<file path="config.mk">
export PLATFORM = sky130hd
export DESIGN_NAME = arcade_input_mapper_flat
export DESIGN_NICKNAME = d
export VERILOG_FILES = /design/src/rtl/arcade_input_mapper_pkg.sv /design/src/rtl/arcade_input_mapper_if.sv /design/src/rtl/arcade_input_mapper_coin_pulser.sv /design/src/rtl/arcade_input_mapper.sv /design/src/flat_wrapper.sv
export SDC_FILE = /design/constraint.sdc
export NUM_CORES = 1
export LEC_CHECK = 0
export BUFFER_PORTS_ARGS = -buffer_cell sky130_fd_sc_hd__buf_2
export CAP_MARGIN = 15
export CORE_MARGIN = 8
export CORE_UTILIZATION = 50
export DETAILED_ROUTE_END_ITERATION = 10
export HOLD_SLACK_MARGIN = 0.02
export PLACE_DENSITY_LB_ADDON = 0.1
export SYNTH_ARGS = -nofsm -noshare
export SYNTH_HDL_FRONTEND = slang
export SYNTH_SLANG_ARGS = --single-unit
</file>
<file path="constraint.sdc">
create_clock -name clk_sys -period 3.7 [get_ports clk_sys]
set_input_delay 0 -clock clk_sys [delete_from_list [all_inputs] [get_ports clk_sys]]
set_output_delay 0 -clock clk_sys [all_outputs]
set_load 0.005 [all_outputs]
</file>
<file path="src/rtl/arcade_input_mapper_pkg.sv">
// Shared definitions for the arcade input mapper: scancodes, rotation modes,
// joystick bit layout and the combinational rotation/SOCD stage.
package arcade_input_pkg;

    typedef enum logic [1:0] {ROT_0, ROT_CW, ROT_180, ROT_CCW} rot_t;

    // {extended, scancode}
    localparam logic [8:0] SC_UP     = 9'h175;
    localparam logic [8:0] SC_DOWN   = 9'h172;
    localparam logic [8:0] SC_LEFT   = 9'h16B;
    localparam logic [8:0] SC_RIGHT  = 9'h174;
    localparam logic [8:0] SC_START1 = 9'h005;
    localparam logic [8:0] SC_START2 = 9'h006;
    localparam logic [8:0] SC_FIRE0  = 9'h014;
    localparam logic [8:0] SC_FIRE1  = 9'h011;
    localparam logic [8:0] SC_FIRE2  = 9'h029;
    localparam logic [8:0] SC_FIRE3  = 9'h012;
    localparam logic [8:0] SC_COIN1  = 9'h02E;
    localparam logic [8:0] SC_COIN2  = 9'h036;

    function automatic int unsigned start_bit(int unsigned buttons);
        return 4 + buttons;
    endfunction

    function automatic int unsigned coin_bit(int unsigned buttons);
        return 5 + buttons;
    endfunction

    // Keyboard fire key -> button index; 8 means "not a fire key"
    function automatic int unsigned fire_index(logic [8:0] code);
        int unsigned idx;
        case (code)
            SC_FIRE0: idx = 0;
            SC_FIRE1: idx = 1;
            SC_FIRE2: idx = 2;
            SC_FIRE3: idx = 3;
            default:  idx = 8;
        endcase
        return idx;
    endfunction

    // d and result are {U,D,L,R}; rotation maps physical to logical, then SOCD
    function automatic logic [3:0] map_dir(logic [3:0] d, rot_t rot, logic neutral);
        logic [3:0] r;
        case (rot)
            ROT_CW:  r = {d[1], d[0], d[2], d[3]};
            ROT_180: r = {d[2], d[3], d[0], d[1]};
            ROT_CCW: r = {d[0], d[1], d[3], d[2]};
            default: r = d;
        endcase
        if (neutral) begin
            if (r[3] && r[2]) r[3:2] = '0;
            if (r[1] && r[0]) r[1:0] = '0;
        end
        return r;
    endfunction

endpackage

</file>
<file path="src/rtl/arcade_input_mapper_if.sv">
// Bundle of hps_io-side inputs and game-core-side outputs of the input mapper.
interface arcade_input_mapper_if #(
    parameter int unsigned BUTTONS = 2
);
    logic [10:0]        ps2_key;
    logic [15:0]        joystick_0;
    logic [15:0]        joystick_1;
    logic               vblank;
    logic [1:0]         rotate;
    logic [BUTTONS-1:0] autofire_en;
    logic [3:0]         p1_dir;
    logic [3:0]         p2_dir;
    logic [BUTTONS-1:0] p1_btn;
    logic [BUTTONS-1:0] p2_btn;
    logic [1:0]         start;
    logic [1:0]         coin;

    modport master (
        output ps2_key, joystick_0, joystick_1, vblank, rotate, autofire_en,
        input  p1_dir, p2_dir, p1_btn, p2_btn, start, coin
    );

    modport slave (
        input  ps2_key, joystick_0, joystick_1, vblank, rotate, autofire_en,
        output p1_dir, p2_dir, p1_btn, p2_btn, start, coin
    );
endinterface

</file>
<file path="src/rtl/arcade_input_mapper_coin_pulser.sv">
// Fixed-width coin pulse: rising edge of the (registered) request loads a
// down-counter; edges arriving while the counter runs are dropped.
module coin_pulser #(
    parameter int unsigned COIN_PULSE = 50000
) (
    input  logic clk_sys,
    input  logic RESET,
    input  logic req,
    output logic pulse
);
    localparam int unsigned TW = $clog2(COIN_PULSE + 1);

    logic [TW-1:0] timer;
    logic          req_q;
    logic          req_qq;

    always_ff @(posedge clk_sys) begin
        if (RESET) begin
            req_q  <= 1'b0;
            req_qq <= 1'b0;
            timer  <= '0;
        end else begin
            req_q  <= req;
            req_qq <= req_q;
            if (timer != '0)
                timer <= timer - TW'(1);
            else if (req_q && !req_qq)
                timer <= TW'(COIN_PULSE);
        end
    end

    assign pulse = (timer != '0);
endmodule

</file>
<file path="src/rtl/arcade_input_mapper.sv">
// Player-input front end: merges PS/2 keys and joysticks, applies rotation,
// SOCD cleaning, vblank-timed autofire and fixed-width coin pulses.
module arcade_input_mapper
    import arcade_input_pkg::*;
#(
    parameter int unsigned PLAYERS       = 2,
    parameter int unsigned BUTTONS       = 2,
    parameter int unsigned COIN_PULSE    = 50000,
    parameter bit          COIN_ON_START = 1'b1,
    parameter int unsigned AF_FRAMES     = 4,
    parameter bit          SOCD_NEUTRAL  = 1'b1
) (
    input  logic                  clk_sys,
    input  logic                  RESET,
    arcade_input_mapper_if.slave  io
);
    localparam int unsigned SB  = start_bit(BUTTONS);
    localparam int unsigned CB  = coin_bit(BUTTONS);
    localparam int unsigned AFW = ($clog2(AF_FRAMES) > 0) ? $clog2(AF_FRAMES) : 1;

    logic               ps2_tog;
    logic               ps2_event;
    logic [8:0]         ps2_code;
    logic               pressed;
    logic [3:0]         key_dir;
    logic [1:0]         key_start;
    logic [1:0]         key_coin;
    logic [BUTTONS-1:0] key_btn;

    assign ps2_event = (io.ps2_key[10] != ps2_tog);
    assign ps2_code  = io.ps2_key[8:0];
    assign pressed   = io.ps2_key[9];

    // Tracker is reloaded during reset so a toggle seen there never becomes an event
    always_ff @(posedge clk_sys) begin
        if (RESET) begin
            ps2_tog   <= io.ps2_key[10];
            key_dir   <= '0;
            key_start <= '0;
            key_coin  <= '0;
            key_btn   <= '0;
        end else if (ps2_event) begin
            ps2_tog <= io.ps2_key[10];
            case (ps2_code)
                SC_UP:     key_dir[3]   <= pressed;
                SC_DOWN:   key_dir[2]   <= pressed;
                SC_LEFT:   key_dir[1]   <= pressed;
                SC_RIGHT:  key_dir[0]   <= pressed;
                SC_START1: key_start[0] <= pressed;
                SC_START2: key_start[1] <= pressed;
                SC_COIN1:  key_coin[0]  <= pressed;
                SC_COIN2:  key_coin[1]  <= pressed;
                default: ;
            endcase
            for (int unsigned i = 0; i < BUTTONS; i++)
                if (fire_index(ps2_code) == i) key_btn[i] <= pressed;
        end
    end

    logic [15:0]        p1_joy;
    logic [15:0]        p2_joy;
    logic [3:0]         raw1_dir;
    logic [3:0]         raw2_dir;
    logic [BUTTONS-1:0] held1;
    logic [BUTTONS-1:0] held2;
    logic [1:0]         start_req;
    logic [1:0]         coin_req;
    logic               unused_joy;

    // Single-player cabinets fold the second joystick into P1
    always_comb begin
        p1_joy       = io.joystick_0 | ((PLAYERS == 1) ? io.joystick_1 : '0);
        p2_joy       = (PLAYERS == 1) ? '0 : io.joystick_1;
        raw1_dir     = key_dir | p1_joy[3:0];
        raw2_dir     = p2_joy[3:0];
        held1        = key_btn | p1_joy[4 +: BUTTONS];
        held2        = p2_joy[4 +: BUTTONS];
        start_req[0] = key_start[0] | p1_joy[SB];
        start_req[1] = key_start[1] | p2_joy[SB];
        coin_req[0]  = key_coin[0] | p1_joy[CB] | (COIN_ON_START & start_req[0]);
        coin_req[1]  = key_coin[1] | p2_joy[CB] | (COIN_ON_START & start_req[1]);
    end

    assign unused_joy = ^{io.joystick_0[15:CB+1], io.joystick_1[15:CB+1]};

    logic           vblank_q;
    logic [AFW-1:0] af_count;
    logic           af_phase;

    always_ff @(posedge clk_sys) begin
        if (RESET) begin
            vblank_q <= 1'b0;
            af_count <= '0;
            af_phase <= 1'b1;
        end else begin
            vblank_q <= io.vblank;
            if (io.vblank && !vblank_q) begin
                if (af_count == AFW'(AF_FRAMES - 1)) begin
                    af_count <= '0;
                    af_phase <= ~af_phase;
                end else begin
                    af_count <= af_count + AFW'(1);
                end
            end
        end
    end

    logic [BUTTONS-1:0] fire_gate;
    assign fire_gate = ~io.autofire_en | {BUTTONS{af_phase}};

    always_ff @(posedge clk_sys) begin
        if (RESET) begin
            io.p1_dir <= '0;
            io.p2_dir <= '0;
            io.p1_btn <= '0;
            io.p2_btn <= '0;
            io.start  <= '0;
        end else begin
            io.p1_dir <= map_dir(raw1_dir, rot_t'(io.rotate), SOCD_NEUTRAL);
            io.p2_dir <= map_dir(raw2_dir, rot_t'(io.rotate), SOCD_NEUTRAL);
            io.p1_btn <= held1 & fire_gate;
            io.p2_btn <= held2 & fire_gate;
            io.start  <= start_req;
        end
    end

    logic coin0;
    logic coin1;

    coin_pulser #(.COIN_PULSE(COIN_PULSE)) u_coin0 (
        .clk_sys (clk_sys),
        .RESET   (RESET),
        .req     (coin_req[0]),
        .pulse   (coin0)
    );

    coin_pulser #(.COIN_PULSE(COIN_PULSE)) u_coin1 (
        .clk_sys (clk_sys),
        .RESET   (RESET),
        .req     (coin_req[1]),
        .pulse   (coin1)
    );

    assign io.coin = {coin1, coin0};
endmodule

</file>
<file path="src/flat_wrapper.sv">
// flat-port wrapper written by rule: the top's interface ports become plain ports
module arcade_input_mapper_flat import arcade_input_pkg::*;
#(
    parameter int unsigned PLAYERS       = 2,
    parameter int unsigned BUTTONS       = 2,
    parameter int unsigned COIN_PULSE    = 50000,
    parameter bit          COIN_ON_START = 1'b1,
    parameter int unsigned AF_FRAMES     = 4,
    parameter bit          SOCD_NEUTRAL  = 1'b1
)
  (clk_sys, RESET, io_ps2_key, io_joystick_0, io_joystick_1, io_vblank, io_rotate, io_autofire_en, io_p1_dir, io_p2_dir, io_p1_btn, io_p2_btn, io_start, io_coin);
  arcade_input_mapper_if #(.BUTTONS(BUTTONS)) io_i ();
  input  logic clk_sys;
  input  logic RESET;
  input wire logic [$bits(io_i.ps2_key)-1:0] io_ps2_key;
  input wire logic [$bits(io_i.joystick_0)-1:0] io_joystick_0;
  input wire logic [$bits(io_i.joystick_1)-1:0] io_joystick_1;
  input wire logic [$bits(io_i.vblank)-1:0] io_vblank;
  input wire logic [$bits(io_i.rotate)-1:0] io_rotate;
  input wire logic [$bits(io_i.autofire_en)-1:0] io_autofire_en;
  output wire logic [$bits(io_i.p1_dir)-1:0] io_p1_dir;
  output wire logic [$bits(io_i.p2_dir)-1:0] io_p2_dir;
  output wire logic [$bits(io_i.p1_btn)-1:0] io_p1_btn;
  output wire logic [$bits(io_i.p2_btn)-1:0] io_p2_btn;
  output wire logic [$bits(io_i.start)-1:0] io_start;
  output wire logic [$bits(io_i.coin)-1:0] io_coin;
  assign io_i.ps2_key = io_ps2_key;
  assign io_i.joystick_0 = io_joystick_0;
  assign io_i.joystick_1 = io_joystick_1;
  assign io_i.vblank = io_vblank;
  assign io_i.rotate = io_rotate;
  assign io_i.autofire_en = io_autofire_en;
  assign io_p1_dir = io_i.p1_dir;
  assign io_p2_dir = io_i.p2_dir;
  assign io_p1_btn = io_i.p1_btn;
  assign io_p2_btn = io_i.p2_btn;
  assign io_start = io_i.start;
  assign io_coin = io_i.coin;
  arcade_input_mapper #(.PLAYERS(PLAYERS), .BUTTONS(BUTTONS), .COIN_PULSE(COIN_PULSE), .COIN_ON_START(COIN_ON_START), .AF_FRAMES(AF_FRAMES), .SOCD_NEUTRAL(SOCD_NEUTRAL)) u_core (.clk_sys(clk_sys), .RESET(RESET), .io(io_i));
endmodule
</file>
# ---- Word-level counts from Yosys, hierarchy flattened
# Index checks and enable logic that the tools add are counted.
dict set report totals {
  register_bits 65
  inputBits 50
}
dict set report op_classes {
  add_sub_neg 3
  eq_ne 18
  muxes 14
  bitwise_logic 13
  reduce_logical 31
}
# operator count
set ops {}
lappend ops {{two-way mux 16 bit} 4}
lappend ops {{two-way mux 32 bit} 2}
lappend ops {{== test 9 bit, second input constant} 4}
lappend ops {{== test 32 x 1 -> 1 bit, second input constant} 1}
lappend ops {{zero test 32 bit} 1}
lappend ops {{nonzero test 16 bit} 2}
lappend ops {{subtractor 16 x 1 -> 16 bit, second input constant} 2}
lappend ops {{== test 9 x 5 -> 1 bit, second input constant} 3}
lappend ops {{== test 9 x 6 -> 1 bit, second input constant} 3}
lappend ops {{one-hot mux 4 bit (3 select lines)} 2}
lappend ops {{AND reduction 2 bit} 11}
lappend ops {{== test 9 x 3 -> 1 bit, second input constant} 2}
lappend ops {{one-hot mux 4 bit (4 select lines)} 1}
lappend ops {{two-way mux 4 bit} 2}
lappend ops {{OR reduction 2 bit} 4}
lappend ops {{logical AND 1 bit} 7}
lappend ops {{== test 2 bit, second input constant} 3}
lappend ops {{OR 1 bit} 6}
lappend ops {{nonzero test 2 bit} 3}
lappend ops {{bitwise AND 2 bit} 2}
lappend ops {{OR 2 bit} 2}
lappend ops {{OR 4 bit} 1}
lappend ops {{zero test 1 bit} 3}
lappend ops {{adder 2 x 1 -> 2 bit, second input constant} 1}
lappend ops {{6 further kinds} 7}

# ---- Logic depth before layout (Yosys ltp)
# Gate-level depths: netlist of the first run.
dict set report depth {
  word_depth 6
  mapped_depth 8
  ltp_nobuf 7
}

# ---- Hierarchy
# Synthesis of the first run repeated with hierarchy kept, for this count alone.
dict set report unflattened {
  hier_cells 372
  area_unflattened_um2 3345.7
}
# mod instances cells_per_inst area_per_inst_um2 seq_area_each_um2
set modules_own_cells {}
lappend modules_own_cells {coin_pulser 2 111 980.9 360.3}
lappend modules_own_cells {arcade_input_mapper 1 150 1383.8 590.6}

# ---- Least setup slack after synthesis of the first run
# Ideal clock, no wire load.
dict set report synth_path {
  kind {flip-flop to flip-flop}
  startpoint {register u_core.u_coin1.timer[0]}
  endpoint {register u_core.u_coin1.timer[12]}
  setup_ns 0.070
  arrival_time_ns 1.680
  path_slack_ns 1.950
  stages_incl_launch_ff 7
  path_buffers 0
  synth_period_minus_slack_ns 1.750
  cell_sequence {dfxtp_1 inv_1 ha_1 nor3b_1 nand3_1 or4_1 a21oi_1}
}
dict set report synth_between {
  elab_chain_cells 2
  word_cells_on_any_way 4
  cone_classes {1 x add/sub; 1 x mux; 2 x reduce/logical}
}
# element line_no
set synth_rtl {}
lappend synth_rtl {{from (decl)} arcade_input_mapper_coin_pulser.sv:13} ;# logic [TW-1:0] timer;
lappend synth_rtl {{from (signal assigned)} arcade_input_mapper_coin_pulser.sv:26} ;# timer <= timer - TW'(1);
lappend synth_rtl {{from (signal assigned)} arcade_input_mapper_coin_pulser.sv:28} ;# timer <= TW'(COIN_PULSE);
lappend synth_rtl {{subtractor 16 x 1 -> 16 bit / nonzero test 16 bit (equally long branches)} {arcade_input_mapper_coin_pulser.sv:26, arcade_input_mapper_coin_pulser.sv:25}}
lappend synth_rtl {{two-way mux 16 bit / nonzero test 2 bit (equally long branches)} -}
# Several ways; a longest one is shown, not always the timed one.
# A chain may end at the register's enable or synchronous reset.

# ---- Worst setup path in the final report of the first run
dict set report layout_path {
  startpoint {input io_ps2_key[0]}
  endpoint {register u_core.key_coin[0]}
}
dict set report layout_between {
  elab_chain_cells 2
}
# element line_no
set layout_rtl {}
lappend layout_rtl {{from (decl)} flat_wrapper.sv:15} ;# input wire logic [$bits(io_i.ps2_key)-1:0] io_ps2_key;
lappend layout_rtl {{== test 9 x 6 -> 1 bit} arcade_input_mapper.sv:44} ;# case (ps2_code)
lappend layout_rtl {{AND reduction 2 bit (no line)} -}
lappend layout_rtl {{to (signal assigned)} arcade_input_mapper.sv:51} ;# SC_COIN1: key_coin[0] <= pressed;
lappend layout_rtl {{to (decl)} arcade_input_mapper.sv:27} ;# logic [1:0] key_coin;
# No other way between the ends.

==> results.json, run 1 <==
{
  "outcome": "finished clean",
  "worstSetupStartpoint": "io_ps2_key[0]",
  "syn_nets": 409,
  "yosys_warnings": 0,
  "tritoncts": "yes",
  "final_nets": 478,
  "grt_pass1_vias": 2609,
  "grt_antenna_before_repair": 0,
  "num_rows": 28,
  "synth_cells": 356,
  "num_vias": 2806,
  "grt_use_met1": 0.2001,
  "post-place-cells": 467,
  "fin_cells": 505,
  "ys_ff_latch": 65,
  "synth_seq_area_share": 0.4216,
  "endpoint_kind": "register",
  "cts.htree.levels": 3,
  "ir_drop_mv": 0.3171,
  "grt_max_degree": 51,
  "p_per_area_nw_per_um2": 671.3,
  "clockBufferDepth": 2,
  "grt_use_met3": 0.03651,
  "crit_arrival_ps": 2590,
  "crit_path_max_fanout": 5,
  "synth_area_per_cell_um2": 8.737,
  "grtUsageMet2": 0.2601,
  "ios": 66,
  "pwr-share-comb": 0.387,
  "dr.pass1.iters": 4,
  "grt.busiest_layer": "met2",
  "rr_worst_depth": 5,
  "layout_min_cycle_time_ps": 2361,
  "yosys_most_used_dff": "dfxtp_1",
  "fp.coreArea_um2": 5956,
  "wl_um": 6946,
  "final.setup.tns_ps": 0,
  "critPathRequiredTime_ps": 3930,
  "reg2reg_slack_ps": 1600,
  "path_class": "in2reg",
  "ant_nets": 0,
  "cts_sinks": 65,
  "final_util": 0.6399,
  "period_share": 0.6380,
  "rsz0062_at_grt": "no",
  "setup.worst_path.end": "u_core.key_coin[0]",
  "hold_violations": 0,
  "crit_path_cell_trace": "dlygate4sd3_1 -> buf_2 -> or4b_1 -> or4b_4 -> o211ai_1 -> o31ai_1 -> dlygate4sd3_1",
  "drive_gt1_frac": 0.1907,
  "worstReg2RegEnd": "u_core.key_coin[0]",
  "crit_top_cell": "dlygate4sd3_1",
  "critPathSlowestCell": "dlygate4sd3_1",
  "slew_violations": 0,
  "clock_skew_ps": 7.858,
  "die_w_um": 94.88,
  "ys_types": 57,
  "start_util": 0.5223,
  "cts_buffers": 9,
  "area_growth_pct": 22.53,
  "hold_class": "in2reg",
  "slowest_delay_ps": 550,
  "syn-cell-area_um2": 3110,
  "fmax_mhz": 423.6,
  "worstReg2RegStart": "u_core.ps2_tog",
  "place_area_um2": 3392,
  "clock-root-buffer": "clkbuf_8",
  "finalSetupViolCount": 0,
  "drc": 0,
  "gr-usage-all-layers": 0.1638,
  "clock_latency_ps": 340,
  "worst_slew_pin_slew_ps": 719.2,
  "grt_pass1_wl_um": 11780,
  "n_antenna_cell": 0,
  "wl_per_cell_um": 13.75,
  "clkTransAtPathRegs_ps": 70,
  "cp-start-kind": "input pin",
  "synth-edff-count": 1,
  "placement.io_buffers": 49,
  "cap_violations": 0,
  "ys_async_sr_fraction": 0,
  "power.net_switching_w": 0.0009437,
  "ys_top_cells_by_area": "dfxtp_1, a21oi_1, mux2i_1",
  "clock_power_share": 0.237,
  "dp_hpwl_um": 4639,
  "leakagePower_nw": 1.606,
  "design_area_um2": 3811,
  "avgViaCountPerCell": 5.556,
  "gr-total-overflow": 0,
  "intPower_w": 0.001615,
  "yosys.area.top_type_share": 0.4119,
  "relSlewSlack": 0.5137,
  "synth_top_cell_by_area": "dfxtp_1",
  "routabilityCongestion": 0.7908,
  "drt_iter0_drc": 150,
  "swShare": 0.3689,
  "die_h_um": 94.88,
  "share_seq_of_total_power": 0.376,
  "die-area_um2": 9001
}
[cell usage in the layout (no fill, tap or decap), drive strengths merged, types with 5 or more instances in the layout]
cell and n:
o21ai 7, nor2b 11, and2 5, nand3 12, or2 6, a31oi 6, buf 50, nand2 28
dfxtp 64, clkbuf 13, nor3 13, nor2 25, dlygate4sd3 22, or4 8, nand2b 5, a21oi 31
o31ai 8, nand4 7, mux2i 14, or3 15, inv 14, nor4 8
[synth_stat cells, types with 3 or more instances]
| library cell | number |
|---|---|
| a211o_1 | 3 |
| a211oi_1 | 3 |
| a21oi_1 | 31 |
| a31oi_1 | 6 |
| and2_1 | 5 |
| buf_2 | 4 |
| clkbuf_1 | 6 |
| dfxtp_1 | 64 |
| ha_1 | 3 |
| inv_1 | 13 |
| mux2_2 | 3 |
| mux2i_1 | 14 |
| nand2_1 | 28 |
| nand2b_1 | 5 |
| nand3_1 | 12 |
| nand3b_1 | 3 |
| nand4_1 | 7 |
| nor2_1 | 25 |
| nor2b_1 | 11 |
| nor3_1 | 12 |
| nor3b_1 | 4 |
| nor4_1 | 5 |
| nor4b_1 | 3 |
| o21a_1 | 4 |
| o21ai_0 | 7 |
| o31ai_1 | 8 |
| or2_1 | 3 |
| or2_2 | 3 |
| or3_1 | 14 |
| or4_1 | 8 |
| xnor2_1 | 3 |
[layout make-up]
type | count | area [µm²]
well taps | 75 | 93.84
clock buffers | 13 | 158.9
multi-input cells | 263 | 1682
repair buffers | 72 | 473.0
flip-flops and latches | 65 | 1311
fillers | 523 | 2145
clock inverters | 3 | 40.04
inverters | 14 | 52.55
[sequential cells by signal, indices dropped and copies added (netlist names)]
name	cells
u_core.af_count	2
u_core.af_phase	1
u_core.io.p1_btn	2
u_core.io.p1_dir	4
u_core.io.p2_btn	2
u_core.io.p2_dir	4
u_core.io.start	2
u_core.key_btn	2
u_core.key_coin	2
u_core.key_dir	4
u_core.key_start	2
u_core.ps2_tog	1
u_core.u_coin0.req_q	1
u_core.u_coin0.req_qq	1
u_core.u_coin0.timer	16
u_core.u_coin1.req_q	1
u_core.u_coin1.req_qq	1
u_core.u_coin1.timer	16
u_core.vblank_q	1
[critical path, delay by kind of cell]
kind                   cells  cell delay (ps)
and+or+nand+nor            2             1040
AOI/OAI and AO/OA          2              300
buffers and inverters      3             1240
[routing by layer]
layer / routed length, µm / part of all wire / vias up
met5: 0 / 0 / -
met4: 138 / 0.020 / 0
met3: 281 / 0.040 / 10
met2: 3164 / 0.46 / 63
met1: 3361 / 0.48 / 1277
li1: - / - / 1456
[power by group through the flow]
stage / logic (W) / clock network (W) / registers (W)
2_1_floorplan: 0.000794 / 0 / 0.000945
3_3_place_gp: 0.000943 / 0 / 0.000970
3_5_place_dp: 0.000957 / 0 / 0.000973
4_1_cts: 0.000984 / 0.000623 / 0.000960
5_1_grt: 0.00111 / 0.000650 / 0.000982
6_report: 0.000990 / 0.000606 / 0.000962
[cells by family (layout without fill, tap and decap cells)]
group / count (synthesis) / after routing / synth area share
multiplexers: 17 / 17 / 0.05591
adder cells (fa/ha/maj): 3 / 3 / 0.01207
AND/OR/NAND/NOR: 163 / 163 / 0.3037
flip-flops: 65 / 65 / 0.4216
AO/OA/AOI/OAI: 77 / 77 / 0.1605
buffers and inverters: 28 / 102 / 0.03781
XOR/XNOR: 3 / 3 / 0.008449
[through the flow]
stage	setup WS, ps	total power (W)	hold slack (ps)
after floorplan	1950	0.001739	98.87
after CTS	1408	0.002567	22.66
after global routing	1278	0.002741	54.24
after global placement	1718	0.001914	196.1
final	1339	0.002558	44.56
after detailed placement	1705	0.001930	203.0
[timing repair]
item                      CTS  global route
hold endpoints to repair   20             0
hold buffers               22             0
gates resized for setup     0             0
setup buffers               0             0
[how the worst min path moves through the flow]
| stage | start | end | slack (ps) | cells after the start |
|---|---|---|---|---|
| 2_1_floorplan | io_ps2_key[10] | u_core.ps2_tog | 100 | 0 |
| 3_5_place_dp | io_joystick_1[5] | u_core.io.p2_btn[1] | 200 | 2 |
| 4_1_cts | io_ps2_key[4] | u_core.key_dir[1] | 20 | 4 |
| 6_report | io_ps2_key[1] | u_core.key_btn[0] | 40 | 4 |
| 5_1_grt | io_ps2_key[4] | u_core.key_dir[1] | 50 | 4 |
| 3_3_place_gp | io_joystick_0[5] | u_core.io.p1_btn[1] | 200 | 2 |
(Power assumes the default switching activity.)
==> run 2, diff against run 1 <==
--- a/config.mk
+++ b/config.mk
@@ -8,7 +8,7 @@
 export BUFFER_PORTS_ARGS = -buffer_cell sky130_fd_sc_hd__buf_2
 export CAP_MARGIN = 15
 export CORE_MARGIN = 8
-export CORE_UTILIZATION = 50
+export CORE_UTILIZATION = 49
 export DETAILED_ROUTE_END_ITERATION = 10
 export HOLD_SLACK_MARGIN = 0.02
 export PLACE_DENSITY_LB_ADDON = 0.1
==> constraint.sdc (replaced) <==
create_clock -name clk_sys -period 2.1 [get_ports clk_sys]
set_input_delay 0 -clock clk_sys [delete_from_list [all_inputs] [get_ports clk_sys]]
set_output_delay 0 -clock clk_sys [all_outputs]
set_load 0.005 [all_outputs]
==> results.json, run 2 (synthesis results as in run 1) <==
{
  "outcome": "finished clean",
  "hold_violations": 0,
  "gr-usage-all-layers": 0.1669,
  "crit_path_max_fanout": 8,
  "layout_min_cycle_time_ps": 1852,
  "die_w_um": 95.68,
  "cts.htree.levels": 3,
  "leakagePower_nw": 1.637,
  "layout_common_cells": "dfxtp_1, buf_2, a21oi_1",
  "p_per_area_nw_per_um2": 1184,
  "critPathRequiredTime_ps": 2360,
  "swShare": 0.3651,
  "final.setup.tns_ps": 0,
  "die_h_um": 95.68,
  "n_antenna_cell": 0,
  "ant_nets": 0,
  "clock_power_share": 0.224,
  "die-area_um2": 9154,
  "power.net_switching_w": 0.001673,
  "worst_slew_pin_slew_ps": 616.7,
  "intPower_w": 0.002909,
  "period_share": 0.8820,
  "fp.coreArea_um2": 6241,
  "wl_per_cell_um": 13.87,
  "grt_pass1_vias": 2824,
  "drc": 0,
  "routabilityCongestion": 0.8124,
  "seqCellArea_um2": 1311,
  "cp_num_buf_inv": 2,
  "clock-root-buffer": "clkbuf_8",
  "hold_class": "in2reg",
  "fin_cells": 514,
  "final_nets": 485,
  "ios": 66,
  "slew_violations": 0,
  "drive_gt1_frac": 0.2082,
  "drt_iter0_drc": 155,
  "cts_sinks": 65,
  "grt_max_degree": 39,
  "cp-start-kind": "register",
  "tritoncts": "yes",
  "clkTransAtPathRegs_ps": 70,
  "slowest_delay_ps": 340,
  "clockBufferDepth": 2,
  "path_class": "reg2reg",
  "grt_pass1_wl_um": 12260,
  "clock_latency_ps": 330,
  "rsz0062_at_grt": "no",
  "critPathSlowestCell": "dfxtp_1",
  "pwr-share-comb": 0.405,
  "reg.largest.list": "u_core.u_coin0.timer (16), u_core.u_coin1.timer (16)",
  "share_seq_of_total_power": 0.371,
  "fmax_mhz": 539.9,
  "gr-total-overflow": 0,
  "area_growth_pct": 24.42,
  "dp_hpwl_um": 5038,
  "cpLargestDelayFamily": "simple AND/OR/NAND/NOR gates",
  "num_vias": 2847,
  "placement.io_buffers": 49,
  "cts_buffers": 9,
  "post-place-cells": 476,
  "layout_commonest_cell": "dfxtp_1",
  "num_rows": 29,
  "grt_antenna_before_repair": 0,
  "finalSetupViolCount": 0,
  "dr.pass1.iters": 4,
  "start_util": 0.4984,
  "crit_path_cell_trace": "inv_1 -> ha_1 -> nor4b_2 -> and4_2 -> inv_2 -> or2_1 -> a31oi_1",
  "multi_input_area_um2": 1695,
  "crit_arrival_ps": 2110,
  "relSlewSlack": 0.5857,
  "endpoint_kind": "register",
  "place_ws_ps": 141.5,
  "clock_skew_ps": 7.465,
  "ir_drop_mv": 0.6459,
  "layout_setup_ws_ps": 247.9,
  "wl_um": 7131,
  "cap_violations": 0,
  "postCtsSetupRepairBufs": 0,
  "avgViaCountPerCell": 5.539,
  "nFillCells": 553
}
[run 2: cell count changes in the layout (fill, tap and decap cells not counted), sizes merged]
cell	before	now
buf	50	57
[run 2: path summary, 6_finish.rpt]
path	from	endpoint	slack [ps]	cells past startpoint
max	u_core.u_coin1.timer[0]	u_core.u_coin1.timer[4]	250	7
min	io_autofire_en[0]	u_core.io.p2_btn[0]	30	3
max reg2reg	u_core.u_coin1.timer[0]	u_core.u_coin1.timer[4]	250	7
min reg2reg	u_core.key_start[0]	u_core.key_start[0]	460	2
[run 2: power by group through the flow]
stage          sequential (W)  clock, W  combinational (W)
6_report              0.00170   0.00103            0.00185
5_1_grt               0.00174   0.00111            0.00210
4_1_cts               0.00169   0.00106            0.00184
3_5_place_dp          0.00171         0            0.00180
3_3_place_gp          0.00171         0            0.00177
2_1_floorplan         0.00166         0            0.00140
[run 2: tightest hold or removal path, stage by stage]
cell and delay [ps]:
buf_2 80, a21oi_1 80, and2_1 160
[run 2: metrics by stage]
| step | hold WS, ps | util | power, W | area, µm² |
|---|---|---|---|---|
| 3_3_place_gp | 194.9 | 0.5523 | 0.003480 | 3447 |
| 2_1_floorplan | 98.87 | - | 0.003063 | 3110 |
| 3_5_place_dp | 201.2 | 0.5523 | 0.003517 | 3447 |
| 6_report | 34.01 | 0.6201 | 0.004582 | 3870 |
| 5_1_grt | 42.13 | 0.6201 | 0.004951 | 3870 |
| 4_1_cts | 23.19 | 0.6179 | 0.004589 | 3856 |
[run 2: final cells by class]
cell class,instances,share of cell area
multi-input cells,263,0.4381
flip-flops and latches,65,0.3388
repair buffers,79,0.1358
clock buffers,13,0.03847
well taps,77,0.02489
inverters,14,0.01358
clock inverters,3,0.01035
[run 2: what timing repair did]
action,in CTS,in global routing
endpoints found under the hold margin,28,0
resized for setup,0,3
endpoints found under the setup margin,0,8
hold buffers,22,0
[run 2: routing by layer]
metal  vias up  global-route usage  share of wire
met1      1312              0.1999           0.47
met5         -                   0              0
li1       1465                   -              -
met3         8             0.03543          0.042
met2        62              0.2766           0.47
met4         0             0.08323          0.016
==> run 3, diff against run 2 <==
--- a/config.mk
+++ b/config.mk
@@ -11,7 +11,8 @@
 export CORE_UTILIZATION = 49
 export DETAILED_ROUTE_END_ITERATION = 10
 export HOLD_SLACK_MARGIN = 0.02
-export PLACE_DENSITY_LB_ADDON = 0.1
+export PLACE_DENSITY = 0.88
+export SETUP_SLACK_MARGIN = 0.4
 export SYNTH_ARGS = -nofsm -noshare
 export SYNTH_HDL_FRONTEND = slang
 export SYNTH_SLANG_ARGS = --single-unit
==> constraint.sdc (replaced) <==
create_clock -name clk_sys -period 1.7 [get_ports clk_sys]
set_input_delay 0 -clock clk_sys [delete_from_list [all_inputs] [get_ports clk_sys]]
set_output_delay 0 -clock clk_sys [all_outputs]
set_load 0.005 [all_outputs]
==> results.json, run 3 (synthesis results as in run 1) <==
{
  "cp-start-kind": "register",
  "outcome": "finished, violations left",
  "layout_setup_ws_ps": -54.17,
  "final_util": 0.7727,
  "cap_violations": 0,
  "cts.htree.levels": 3,
  "design_area_um2": 4822,
  "clock_skew_ps": 21.71,
  "wl_um": 11110,
  "cts_sinks": 65,
  "hold_class": "in2reg",
  "clkTransAtPathRegs_ps": 90,
  "gr-total-overflow": 0,
  "start_util": 0.4984,
  "fin_cells": 558,
  "critPathRequiredTime_ps": 1960,
  "ios": 66,
  "layout_common_cells": "buf_2, dfxtp_1, buf_4",
  "hold_start": "RESET",
  "wl_per_cell_um": 19.91,
  "hold_violations": 0,
  "die_w_um": 95.68,
  "routabilityCongestion": 0.8289,
  "cts_buffers": 9,
  "worst_slew_pin_slew_ps": 654.4,
  "grt_use_met1": 0.2245,
  "dr.pass1.iters": 8,
  "relSlewSlack": 0.5637,
  "num_vias": 3448,
  "clockBufferDepth": 2,
  "grt_pass1_vias": 3463,
  "grt_pass1_wl_um": 15840,
  "die_h_um": 95.68,
  "grt.busiest_layer": "met2",
  "grt_max_degree": 50,
  "fmax_mhz": 570.1,
  "avgViaCountPerCell": 6.179,
  "drt_iter0_drc": 257,
  "drive_gt1_frac": 0.4802,
  "ant_nets": 0,
  "rr_worst_depth": 7,
  "finalSetupViolCount": 5,
  "leakagePower_nw": 1.997,
  "gr-usage-all-layers": 0.2198,
  "reg2reg_slack_ps": -50,
  "crit_path_max_fanout": 5,
  "fp.coreArea_um2": 6241,
  "dp_hpwl_um": 5659,
  "ir_drop_mv": 1.029,
  "clock-root-buffer": "clkbuf_8",
  "grt_use_met3": 0.05197,
  "layout_commonest_cell": "buf_2",
  "worstSetupStartpoint": "u_core.u_coin1.timer[1]",
  "period_share": 1.032,
  "endpoint_kind": "register",
  "drc": 0,
  "reg.largest.list": "u_core.u_coin0.timer (16), u_core.u_coin1.timer (16)",
  "slew_violations": 0,
  "nFillCells": 362,
  "grt_antenna_before_repair": 0,
  "worstReg2RegStart": "u_core.u_coin1.timer[1]",
  "place_area_um2": 3711,
  "layout_min_cycle_time_ps": 1754,
  "violations": "setup timing",
  "final_nets": 529,
  "post-place-cells": 485,
  "num_rows": 29,
  "grtUsageMet2": 0.3977,
  "n_antenna_cell": 0,
  "placement.io_buffers": 49,
  "p_per_area_nw_per_um2": 1730,
  "crit_arrival_ps": 2020,
  "die-area_um2": 9154,
  "path_class": "reg2reg",
  "area_growth_pct": 55.03,
  "tritoncts": "yes",
  "hold-path-cell-count": 3,
  "clock_latency_ps": 360,
  "rsz0062_at_grt": "yes"
}
## run 3: where the power goes
| group | switching, W | internal [W] | leakage [nW] | total, W |
|---|---|---|---|---|
| Combinational | 0.00224 | 0.00244 | 1.35 | 0.00468 |
| Sequential | 0.000429 | 0.00185 | 0.544 | 0.00228 |
| Clock | 0.000630 | 0.000758 | 0.103 | 0.00139 |
| Total | 0.00330 | 0.00505 | 2.00 | 0.00834 |
## run 3: area by class of cell
type | instances | area [µm²] | share of cell area
multi-input cells | 263 | 2197 | 0.4556
flip-flops and latches | 65 | 1353 | 0.2805
clock inverters | 4 | 51.30 | 0.01064
clock buffers | 12 | 155.1 | 0.03217
well taps | 77 | 96.34 | 0.01998
inverters | 14 | 65.06 | 0.01349
repair buffers | 123 | 904.6 | 0.1876
## run 3: path summary, 6_finish.rpt
check / end
hold / removal: u_core.u_coin0.timer[1]
setup / recovery: u_core.u_coin1.timer[7]
hold reg to reg: u_core.u_coin1.req_qq
setup reg to reg: u_core.u_coin1.timer[7]
## run 3: per-stage QoR
step / worst slack [ps] / hold WS (ps) / power (W) / setup TNS (ps)
2_1_floorplan: 80.63 / 98.87 / 0.004341 / 0
3_3_place_gp: 52.75 / 194.0 / 0.004898 / 0
3_5_place_dp: -40.60 / 205.1 / 0.005053 / -68.70
4_1_cts: 33.02 / 24.35 / 0.007216 / 0
5_1_grt: -128.4 / 37.29 / 0.008721 / -1059
6_report: -54.17 / 47.07 / 0.008340 / -197.5
## run 3: timing repair
| action | 4_1_cts | 5_1_grt |
|---|---|---|
| setup buffers | 19 | 20 |
| hold buffers | 19 | 0 |
| endpoints found under the setup margin | 48 | 49 |
| pin swaps | 43 | 41 |
| gates resized for setup | 51 | 57 |
| hold endpoints to repair | 19 | 0 |
## run 3: layer usage
| layer | vias up | routed length (µm) |
|---|---|---|
| met2 | 178 | 5842 |
| met4 | 0 | 584 |
| met3 | 54 | 642 |
| met1 | 1666 | 4041 |
| met5 | - | 0 |
| li1 | 1550 | - |
## run 3: critical path, cell delays in order, from the launching register on
cell	delay, ps
dfxtp_4	400
inv_4	40
ha_4	160
nor4b_4	130
and4_4	220
buf_6	130
or4_1	400
a21oi_1	190
